==> src/rtl/clock_pkg.sv <==
// rtl/clock_pkg.sv - shared types, limits and BCD helpers for the wall clock
package clock_pkg;

    typedef logic [3:0] bcd_t;

    localparam logic [5:0] MAX_SEC      = 6'd59;
    localparam bcd_t       MAX_MIN_TENS = 4'd5;
    localparam logic [7:0] MAX_HOUR     = 8'h23;

    // 24 h BCD hour {tens, units} to 12 h BCD hour (00 -> 12, 13..23 -> 01..11)
    function automatic logic [7:0] to_12h(input logic [7:0] hour);
        logic [4:0] bin;
        logic [4:0] h12;
        bin = 5'(hour[7:4]) * 5'd10 + 5'(hour[3:0]);
        if (bin == 5'd0) begin
            h12 = 5'd12;
        end else if (bin > 5'd12) begin
            h12 = bin - 5'd12;
        end else begin
            h12 = bin;
        end
        if (h12 >= 5'd10) begin
            return {4'd1, 4'(h12 - 5'd10)};
        end
        return {4'd0, h12[3:0]};
    endfunction

    // {Ht, Hu, Mt, Mu} must be legal BCD, minutes tens <= 5, hour <= 23
    function automatic logic bcd_time_valid(input logic [15:0] t);
        return (t[15:12] <= 4'd9) && (t[11:8] <= 4'd9) &&
               (t[7:4] <= MAX_MIN_TENS) && (t[3:0] <= 4'd9) &&
               (t[15:8] <= MAX_HOUR);
    endfunction

    // BCD minutes +1 modulo 60
    function automatic logic [7:0] min_inc(input logic [7:0] m);
        if (m[3:0] == 4'd9) begin
            if (m[7:4] == MAX_MIN_TENS) begin
                return 8'h00;
            end
            return {m[7:4] + 4'd1, 4'd0};
        end
        return {m[7:4], m[3:0] + 4'd1};
    endfunction

    // BCD hours +1 modulo 24
    function automatic logic [7:0] hour_inc(input logic [7:0] h);
        if (h == MAX_HOUR) begin
            return 8'h00;
        end
        if (h[3:0] == 4'd9) begin
            return {h[7:4] + 4'd1, 4'd0};
        end
        return {h[7:4], h[3:0] + 4'd1};
    endfunction

endpackage

==> src/rtl/bcd_timekeeper_if.sv <==
// rtl/bcd_timekeeper_if.sv - control, load, alarm and display signals of the timekeeper
interface bcd_timekeeper_if;
    logic        Enable;
    logic        Mode_12h;
    logic        Inc_Minutes;
    logic        Inc_Hours;
    logic        Load;
    logic [15:0] Load_Time;
    logic [15:0] Alarm_Time;
    logic        Alarm_Arm;
    logic        Alarm_Ack;
    logic [3:0]  Hours_Tens;
    logic [3:0]  Hours_Units;
    logic [3:0]  Minutes_Tens;
    logic [3:0]  Minutes_Units;
    logic [5:0]  Seconds;
    logic        PM;
    logic        Tick;
    logic        Alarm;
    logic        Load_Err;

    modport master (
        output Enable, Mode_12h, Inc_Minutes, Inc_Hours, Load, Load_Time,
               Alarm_Time, Alarm_Arm, Alarm_Ack,
        input  Hours_Tens, Hours_Units, Minutes_Tens, Minutes_Units,
               Seconds, PM, Tick, Alarm, Load_Err
    );

    modport slave (
        input  Enable, Mode_12h, Inc_Minutes, Inc_Hours, Load, Load_Time,
               Alarm_Time, Alarm_Arm, Alarm_Ack,
        output Hours_Tens, Hours_Units, Minutes_Tens, Minutes_Units,
               Seconds, PM, Tick, Alarm, Load_Err
    );
endinterface

==> src/rtl/bcd_timekeeper_tick_prescaler.sv <==
// rtl/bcd_timekeeper_tick_prescaler.sv - one-second prescaler with clear
module tick_prescaler #(
    parameter int CLK_DIV = 100_000_000,
    parameter int DIV_W   = 27
) (
    input  logic Clk_100M,
    input  logic Reset_n,
    input  logic Enable,
    input  logic Clear,
    output logic Tick
);

    localparam logic [DIV_W-1:0] LAST = DIV_W'(CLK_DIV - 1);

    logic [DIV_W-1:0] count;

    // Tick marks the cycle whose closing edge wraps the count; the time
    // registers advance on that same edge and the top registers the pulse.
    assign Tick = Enable && !Clear && (count == LAST);

    // Count 0..CLK_DIV-1 while enabled; a valid load restarts the second
    always_ff @(posedge Clk_100M) begin
        if (!Reset_n) begin
            count <= '0;
        end else if (Clear) begin
            count <= '0;
        end else if (Enable) begin
            if (count == LAST) begin
                count <= '0;
            end else begin
                count <= count + 1'b1;
            end
        end
    end

endmodule

==> src/rtl/bcd_timekeeper.sv <==
// rtl/bcd_timekeeper.sv - 24 h BCD timekeeper with 12 h display, load and alarm
module bcd_timekeeper
    import clock_pkg::*;
#(
    parameter int CLK_DIV = 100_000_000,
    parameter int DIV_W   = 27
) (
    input  logic            Clk_100M,
    input  logic            Reset_n,
    bcd_timekeeper_if.slave bus
);

    logic [7:0] hour;
    logic [7:0] minute;
    logic [5:0] sec;
    logic       tick_q;
    logic       alarm_q;
    logic       load_err_q;

    logic [7:0] hour_n;
    logic [7:0] minute_n;
    logic [5:0] sec_n;
    logic       wrap;
    logic       load_ok;
    logic       tick_min;
    logic       tick_hour;
    logic       alarm_hit;
    logic [7:0] hour_disp;

    assign load_ok = bus.Load && bcd_time_valid(bus.Load_Time);

    tick_prescaler #(
        .CLK_DIV (CLK_DIV),
        .DIV_W   (DIV_W)
    ) u_prescaler (
        .Clk_100M (Clk_100M),
        .Reset_n  (Reset_n),
        .Enable   (bus.Enable),
        .Clear    (load_ok),
        .Tick     (wrap)
    );

    // Next time: load beats everything; an Inc overrides the tick carry into its field
    always_comb begin
        hour_n    = hour;
        minute_n  = minute;
        sec_n     = sec;
        tick_min  = 1'b0;
        tick_hour = 1'b0;
        if (load_ok) begin
            hour_n   = bus.Load_Time[15:8];
            minute_n = bus.Load_Time[7:0];
            sec_n    = 6'd0;
        end else begin
            if (wrap) begin
                if (sec == MAX_SEC) begin
                    sec_n    = 6'd0;
                    tick_min = 1'b1;
                end else begin
                    sec_n = sec + 6'd1;
                end
            end
            if (bus.Inc_Minutes) begin
                minute_n = min_inc(minute);
            end else if (tick_min) begin
                minute_n  = min_inc(minute);
                tick_hour = (minute == {MAX_MIN_TENS, 4'd9});
            end
            if (bus.Inc_Hours || tick_hour) begin
                hour_n = hour_inc(hour);
            end
        end
    end

    // Only a tick landing exactly on the alarm minute's :00 sets the alarm
    assign alarm_hit = wrap && bus.Alarm_Arm &&
                       ({hour_n, minute_n} == bus.Alarm_Time) && (sec_n == 6'd0);

    // Time, tick, alarm and load-error registers
    always_ff @(posedge Clk_100M) begin
        if (!Reset_n) begin
            hour       <= 8'h00;
            minute     <= 8'h00;
            sec        <= 6'd0;
            tick_q     <= 1'b0;
            alarm_q    <= 1'b0;
            load_err_q <= 1'b0;
        end else begin
            hour       <= hour_n;
            minute     <= minute_n;
            sec        <= sec_n;
            tick_q     <= wrap;
            load_err_q <= bus.Load && !load_ok;
            if (!bus.Alarm_Arm) begin
                alarm_q <= 1'b0;
            end else if (alarm_hit) begin
                alarm_q <= 1'b1;
            end else if (bus.Alarm_Ack) begin
                alarm_q <= 1'b0;
            end
        end
    end

    // Display digits follow the mode select without a register stage
    always_comb begin
        hour_disp = bus.Mode_12h ? to_12h(hour) : hour;
    end

    assign bus.Hours_Tens    = bcd_t'(hour_disp[7:4]);
    assign bus.Hours_Units   = bcd_t'(hour_disp[3:0]);
    assign bus.Minutes_Tens  = bcd_t'(minute[7:4]);
    assign bus.Minutes_Units = bcd_t'(minute[3:0]);
    assign bus.Seconds       = sec;
    assign bus.PM            = (hour >= 8'h12);
    assign bus.Tick          = tick_q;
    assign bus.Alarm         = alarm_q;
    assign bus.Load_Err      = load_err_q;

endmodule

==> src/flat_wrapper.sv <==
// flat-port wrapper written by rule: the top's interface ports become plain ports
module bcd_timekeeper_flat import clock_pkg::*;
#(
    parameter int CLK_DIV = 100_000_000,
    parameter int DIV_W   = 27
)
  (Clk_100M, Reset_n, bus_Enable, bus_Mode_12h, bus_Inc_Minutes, bus_Inc_Hours, bus_Load, bus_Load_Time, bus_Alarm_Time, bus_Alarm_Arm, bus_Alarm_Ack, bus_Hours_Tens, bus_Hours_Units, bus_Minutes_Tens, bus_Minutes_Units, bus_Seconds, bus_PM, bus_Tick, bus_Alarm, bus_Load_Err);
  bcd_timekeeper_if bus_i ();
  input  logic Clk_100M;
  input  logic Reset_n;
  input wire logic [$bits(bus_i.Enable)-1:0] bus_Enable;
  input wire logic [$bits(bus_i.Mode_12h)-1:0] bus_Mode_12h;
  input wire logic [$bits(bus_i.Inc_Minutes)-1:0] bus_Inc_Minutes;
  input wire logic [$bits(bus_i.Inc_Hours)-1:0] bus_Inc_Hours;
  input wire logic [$bits(bus_i.Load)-1:0] bus_Load;
  input wire logic [$bits(bus_i.Load_Time)-1:0] bus_Load_Time;
  input wire logic [$bits(bus_i.Alarm_Time)-1:0] bus_Alarm_Time;
  input wire logic [$bits(bus_i.Alarm_Arm)-1:0] bus_Alarm_Arm;
  input wire logic [$bits(bus_i.Alarm_Ack)-1:0] bus_Alarm_Ack;
  output wire logic [$bits(bus_i.Hours_Tens)-1:0] bus_Hours_Tens;
  output wire logic [$bits(bus_i.Hours_Units)-1:0] bus_Hours_Units;
  output wire logic [$bits(bus_i.Minutes_Tens)-1:0] bus_Minutes_Tens;
  output wire logic [$bits(bus_i.Minutes_Units)-1:0] bus_Minutes_Units;
  output wire logic [$bits(bus_i.Seconds)-1:0] bus_Seconds;
  output wire logic [$bits(bus_i.PM)-1:0] bus_PM;
  output wire logic [$bits(bus_i.Tick)-1:0] bus_Tick;
  output wire logic [$bits(bus_i.Alarm)-1:0] bus_Alarm;
  output wire logic [$bits(bus_i.Load_Err)-1:0] bus_Load_Err;
  assign bus_i.Enable = bus_Enable;
  assign bus_i.Mode_12h = bus_Mode_12h;
  assign bus_i.Inc_Minutes = bus_Inc_Minutes;
  assign bus_i.Inc_Hours = bus_Inc_Hours;
  assign bus_i.Load = bus_Load;
  assign bus_i.Load_Time = bus_Load_Time;
  assign bus_i.Alarm_Time = bus_Alarm_Time;
  assign bus_i.Alarm_Arm = bus_Alarm_Arm;
  assign bus_i.Alarm_Ack = bus_Alarm_Ack;
  assign bus_Hours_Tens = bus_i.Hours_Tens;
  assign bus_Hours_Units = bus_i.Hours_Units;
  assign bus_Minutes_Tens = bus_i.Minutes_Tens;
  assign bus_Minutes_Units = bus_i.Minutes_Units;
  assign bus_Seconds = bus_i.Seconds;
  assign bus_PM = bus_i.PM;
  assign bus_Tick = bus_i.Tick;
  assign bus_Alarm = bus_i.Alarm;
  assign bus_Load_Err = bus_i.Load_Err;
  bcd_timekeeper #(.CLK_DIV(CLK_DIV), .DIV_W(DIV_W)) u_core (.Clk_100M(Clk_100M), .Reset_n(Reset_n), .bus(bus_i));
endmodule
==> config.mk <==
export PLATFORM = sky130hd
export DESIGN_NAME = bcd_timekeeper_flat
export DESIGN_NICKNAME = d
export VERILOG_FILES = /design/src/rtl/clock_pkg.sv /design/src/rtl/bcd_timekeeper_if.sv /design/src/rtl/bcd_timekeeper_tick_prescaler.sv /design/src/rtl/bcd_timekeeper.sv /design/src/flat_wrapper.sv
export SDC_FILE = /design/constraint.sdc
export NUM_CORES = 1
export LEC_CHECK = 0
export ABC_CLOCK_PERIOD_IN_PS = 9500
export CORE_ASPECT_RATIO = 1.2
export CORE_UTILIZATION = 55
export CTS_BUF_LIST = sky130_fd_sc_hd__clkbuf_8
export DETAILED_ROUTE_END_ITERATION = 12
export PLACE_DENSITY = 0.82
export REMOVE_ABC_BUFFERS = 1
export SYNTH_ARGS = -nofsm -noshare
export SYNTH_HDL_FRONTEND = slang
export SYNTH_SLANG_ARGS = --single-unit
==> constraint.sdc <==
create_clock -name Clk_100M -period 9.5 [get_ports Clk_100M]
set_input_delay 1.9 -clock Clk_100M [delete_from_list [all_inputs] [get_ports Clk_100M]]
set_output_delay 1.9 -clock Clk_100M [all_outputs]
set_load 0.005 [all_outputs]
Word-level counts from Yosys, hierarchy flattened
Cells that the tools add are included.

Logic and storage cells: 106. Input port bits: 41. Register bits after elaboration: 52.

Equal/unequal tests: 8. $add $sub $neg: 9. Bitwise logic cells: 1. Mux-type cells: 54. Reduce and logical (&&, ||, !) cells: 18. Magnitude comparators: 8. $mul: 1.

Operators by type and width (count): 8-bit 2-to-1 mux (19); 1-bit 2-to-1 mux (29); 27-bit by 1-bit adder with 27-bit output (second input constant) (1); 27-bit == test (second input constant) (1); 27-bit 2-to-1 mux (1); 6-bit 2-to-1 mux (3); 4-bit by 1-bit adder with 4-bit output (second input constant) (4); 16-bit == test (1); 4-bit less-or-equal comparator (second input constant) (3); 1-bit logical AND (11); 5-bit 2-to-1 mux (2); 4-bit == test (second input constant) (2); 8-bit by 6-bit == test with 1-bit output (second input constant) (1); 8-bit by 7-bit == test with 1-bit output (second input constant) (1); 8-bit by 5-bit greater-or-equal comparator with 1-bit output (second input constant) (1); 8-bit by 6-bit less-or-equal comparator with 1-bit output (second input constant) (1); 6-bit by 1-bit adder with 6-bit output (second input constant) (1); 6-bit == test (second input constant) (1); 6-bit logical NOT (1); 5-bit by 4-bit adder with 5-bit output (1); 5-bit by 4-bit greater-or-equal comparator with 1-bit output (second input constant) (1); 5-bit by 4-bit greater-than comparator with 1-bit output (second input constant) (1); 5-bit logical NOT (1); 5-bit by 4-bit subtractor with 5-bit output (second input constant) (1); 10 further kinds (10).

Longest topological paths before layout
Word-level depth: 28. Gate-level depth with buffers: 13. Depth with buffers taken out: 13.

Cells and area by module
From an unflattened synthesis, not the netlist that was laid out.

Cells, all modules: 467. Area, all modules: 3767.4 um^2.

Modules (own cells, without submodules): bcd_timekeeper (area an instance 2402.3 um^2, cells each 308, times used 1); tick_prescaler (area an instance 1365.1 um^2, cells each 159, times used 1).

Least setup slack after synthesis
No wires, ideal clock.

Path type: reg2out. Start point: register u_core.hour[4]. End point: output bus_Hours_Units[2]. Stages on the path, launching flop included: 14. Setup slack: 4.671 ns. Arrival time: 2.929 ns. Path through: dfxtp_1 > ha_1 > ha_1 > xor2_1 > inv_1 > ha_1 > nand3_1 > a31o_2 > ha_1 > inv_1 > a31oi_1 > o21ai_0 > mux2_2 > a21oi_1.

Longest elaborated chain between the ends: 9.

RTL lines: start, declared (line bcd_timekeeper.sv:13) `logic [7:0] hour;`; start signal, assigned (line bcd_timekeeper.sv:89) `hour <= hour_n;`; 4-bit by 3-bit multiplier with 4-bit output (*) (line clock_pkg.sv:14) `bin = 5'(hour[7:4]) * 5'd10 + 5'(hour[3:0]);`; 5-bit by 4-bit adder with 5-bit output (*) (line clock_pkg.sv:14); 5-bit by 4-bit subtractor with 5-bit output or 5-bit by 4-bit greater-than comparator with 1-bit output (tied branches) (line clock_pkg.sv:18, clock_pkg.sv:17); 5-bit 2-to-1 mux (line clock_pkg.sv:17) `end else if (bin > 5'd12) begin`; 5-bit 2-to-1 mux (*) (line clock_pkg.sv:15) `if (bin == 5'd0) begin`; 4-bit subtractor or 5-bit by 4-bit greater-or-equal comparator with 1-bit output (tied branches) (line clock_pkg.sv:23, clock_pkg.sv:22); 8-bit 2-to-1 mux or 1-bit 2-to-1 mux (tied branches) (line clock_pkg.sv:22) `if (h12 >= 5'd10) begin`; 8-bit 2-to-1 mux (*) (line clock_pkg.sv:25) `return {4'd0, h12[3:0]};`; 8-bit 2-to-1 mux (*) (line bcd_timekeeper.sv:106) `hour_disp = bus.Mode_12h ? to_12h(hour) : hour;`; end, declared (line flat_wrapper.sv:21) `output wire logic [$bits(bus_i.Hours_Units)-1:0] bus_Hours_Units;`.

Every way passes the cells marked *; elsewhere a longest branch is shown, timed or not. The select of a mux whose other input is x is not followed.

Worst setup path in the final report
Same ends and word-level chain as after synthesis.

==> metrics.txt <==
status=completed; IO buf count=between 60 and 70; Final Setup Violations=0; post-synthesis cell type count=between 60 and 70; busiest grt layer=met2; Post-Place Worst Slack=approximately 3900 ps; DRC Markers=0; vias in the first global route=~3.9k; worst r2r dst=u_core.bus.Alarm; fillers=just over 600; setup TNS=0 ps; r2r setup slk=a little under 6000 ps; Slew headroom=36.4%; cells on worst reg2reg path=9; initial DRC count=337; Post-Route WL=11300 um; startpoint types=register; LEAKAGE=between 1.5 and 2 nW; met2 usage=between 50 and 60%; Tcrit/Tclk final=a little over three fifths; Post-CTS Setup Inserts=0; post-synthesis sequential area ratio=roughly a quarter; DIE AREA=approximately 7500 sq um; CTS hold repair buffers=0; Root Driver=clkbuf_8; initial antenna violation count=0; Sink Count=52; mapped cell area=3930 sq um; hold depth=2; minimum hold slack=roughly 500 ps; Yosys reg bits=52; setup ws final=about 3500 ps; pin count of the biggest net entering global routing=27; CP Data Arrival Time=a little over 4000 ps; syn_area_per_cell=between 7 and 8 sq um; grt ovf=0; Psw=roughly 0.13 mW; main flop type after synthesis=dfxtp_1; met1 Track Usage GR=around a third; Async S/R FF share, synth=0%; kind of critical path=register to primary output; n_diodes=0; final hold violation count=0; Layout area overhead=20.4%; placed inst area=between 4000 and 5000 sq um; multi-input logic area=around 2700 sq um; # rows=33; top-count cell post-synth=nor2_1; Layout Nets=between 600 and 700; die width=79.1 um; CTS tree=yes; # IOs=between 60 and 70; Post-Synthesis Cells=slightly above 500; Synth top area share=26.5%; global-route wire length before repair=roughly 18000 um; post-cts repair resize count=0; routability cong.=~0.90; met3 Use GR=under 10%; vias=approximately 4.1k; hold crit path type=register to register; Power Density=just over 100 nW/um^2; mean number of vias per cell=6.34; Reg area=between 1000 and 1500 sq um; slew at the pin with the worst max-slew slack=between 900 and 1000 ps; DP HPWL=8490 um; Initial Utilization=between 50% and 60%; combinational share of power=20.0%; slowest cell on the critical path=dfxtp_1; H-tree depth=2; clock network fraction of design power=approximately 32%; Cell Int Power=0.350 mW; top cells by count, synth=nor2_1, dfxtp_1, nand2_1; layout cells sized above 1=between 4 and 5%; core area=between 6000 and 7000 sq um; maxcap violations=0; Slew Limit Fails=0; Worst setup EP type=primary output; Synth area leader=dfxtp_1; Max Clk Rate=168 MHz; Post-synth EDFFs=0; VDD IR-drop max=around 0.11 mV; latest clock arrival within the worst-skew pair=a little over 300 ps; crit path cell chain=ha_1 > ha_1 > a21oi_1 > xnor2_1 > a21oi_1 > a31o_2 > ha_1 > inv_1 > a31oi_1 > o21ai_0 > mux2_2 > a21oi_1 > clkdlybuf4s50_1; skew final=roughly 13 ps; Ys Warns=0; Hold Path Sink=u_core.bus.Alarm; total track usage=30.3%; critical path peak fanout=12; largest stage delay on the critical path=between 500 and 600 ps; per-cell routed wire length=between 15 and 20 um; antenna violation net count after detailed routing=0; RSZ-0062 raised after global routing=false; CTS clk-pin slew, worst paths=approximately 110 ps; Synth area leaders=dfxtp_1, nor2_1, xor2_1; drt pass-1 iters=7; final instance area=around 4700 sq um; data required time at the worst endpoint=7600 ps; CTS max path bufs=2; Sw Ratio=~27%; CTS Buf Count=5; register share of total power=about 48%; Crit Reg-Reg Startpoint=u_core.u_prescaler.count[10]; post-layout minimum cycle time=between 5000 and 6000 ps; min-delay src=u_core.bus.Alarm; Die Y=about 95 um
==> state kept, by name (all words and copies together) (netlist names) <==
register,flops
u_core.bus.Load_Err,1
u_core.u_prescaler.count,27
u_core.bus.Alarm,1
u_core.minute,8
u_core.bus.Seconds,6
u_core.bus.Tick,1
u_core.hour,8
==> through the flow <==
step | util (%) | power (mW) | cells
final | 69.0 | 0.481 | 654
after global placement | 67.4 | 0.328 | 646
after detailed placement | 67.4 | 0.330 | 646
after global routing | 69.0 | 0.498 | 654
after floorplan | - | 0.283 | 489
after CTS | 69.0 | 0.481 | 654
==> per-layer routing <==
layer  vias up  part of all wire (%)
li1       1981                     -
met3        34                   5.9
met5         -                     0
met1      1960                    40
met2       170                    52
met4         0                   2.9
==> worst max-delay path by stage <==
stage / from / end / slack [ps]
CTS: u_core.hour[4] / bus_Hours_Units[2] / 3570
global route: u_core.hour[4] / bus_Hours_Units[2] / 3300
detailed placement: u_core.hour[4] / bus_Hours_Units[2] / 3930
finish: u_core.hour[4] / bus_Hours_Units[2] / 3540
global placement: u_core.hour[4] / bus_Hours_Units[2] / 4060
floorplan: u_core.hour[4] / bus_Hours_Units[2] / 4670
==> placed cells by master (no fill, tap or decap), types with 9 or more instances in the layout <==
cell type | synthesis | layout
xor2_1 | 23 | 23
nand2_1 | 35 | 35
clkdlybuf4s50_1 | 0 | 66
xnor2_1 | 19 | 19
dfxtp_1 | 52 | 52
o21ai_0 | 19 | 19
nor4_1 | 12 | 12
nand4_1 | 17 | 17
inv_1 | 21 | 22
nand3_1 | 29 | 29
ha_1 | 12 | 12
a21oi_1 | 24 | 24
mux2i_1 | 9 | 9
nor2_1 | 76 | 76
nand2b_1 | 9 | 9
nor3_1 | 14 | 14
==> power by group through the flow <==
stage | sequential (mW) | clock [mW] | combinational (mW)
floorplan | 0.233 | 0 | 0.0502
finish | 0.231 | 0.154 | 0.0965
global route | 0.231 | 0.163 | 0.104
global placement | 0.235 | 0 | 0.0925
CTS | 0.230 | 0.155 | 0.0956
detailed placement | 0.235 | 0 | 0.0947
==> area by class of cell <==
| cell class | count | area share (%) |
|---|---|---|
| clock inverter | 3 | 0.821 |
| multi-input combinational | 416 | 57.1 |
| timing repair buffer | 70 | 14.6 |
| clock buffer | 5 | 1.46 |
| sequential | 52 | 22.0 |
| tap | 87 | 2.30 |
| inverter | 21 | 1.67 |
==> critical path: cells and delay by family, from the launching register on <==
family / cells / cell delay [ps]
buf+inv: 2 / 570
flops: 1 / 590
mux: 1 / 380
fa+ha+maj: 3 / 840
compound gates: 6 / 980
xor+xnor: 1 / 400
==> kinds of logic after synthesis <==
kind of cell | count (synthesis) | synth area share [%]
DFF | 52 | 26.5
muxes | 10 | 2.58
buffers and inverters | 45 | 4.69
AOI/OAI and AO/OA | 109 | 19.5
and+or+nand+nor | 241 | 32.4
adders and majority gates | 13 | 4.34
xor gates and xnor gates | 43 | 9.95
(Power assumes the default switching activity.)
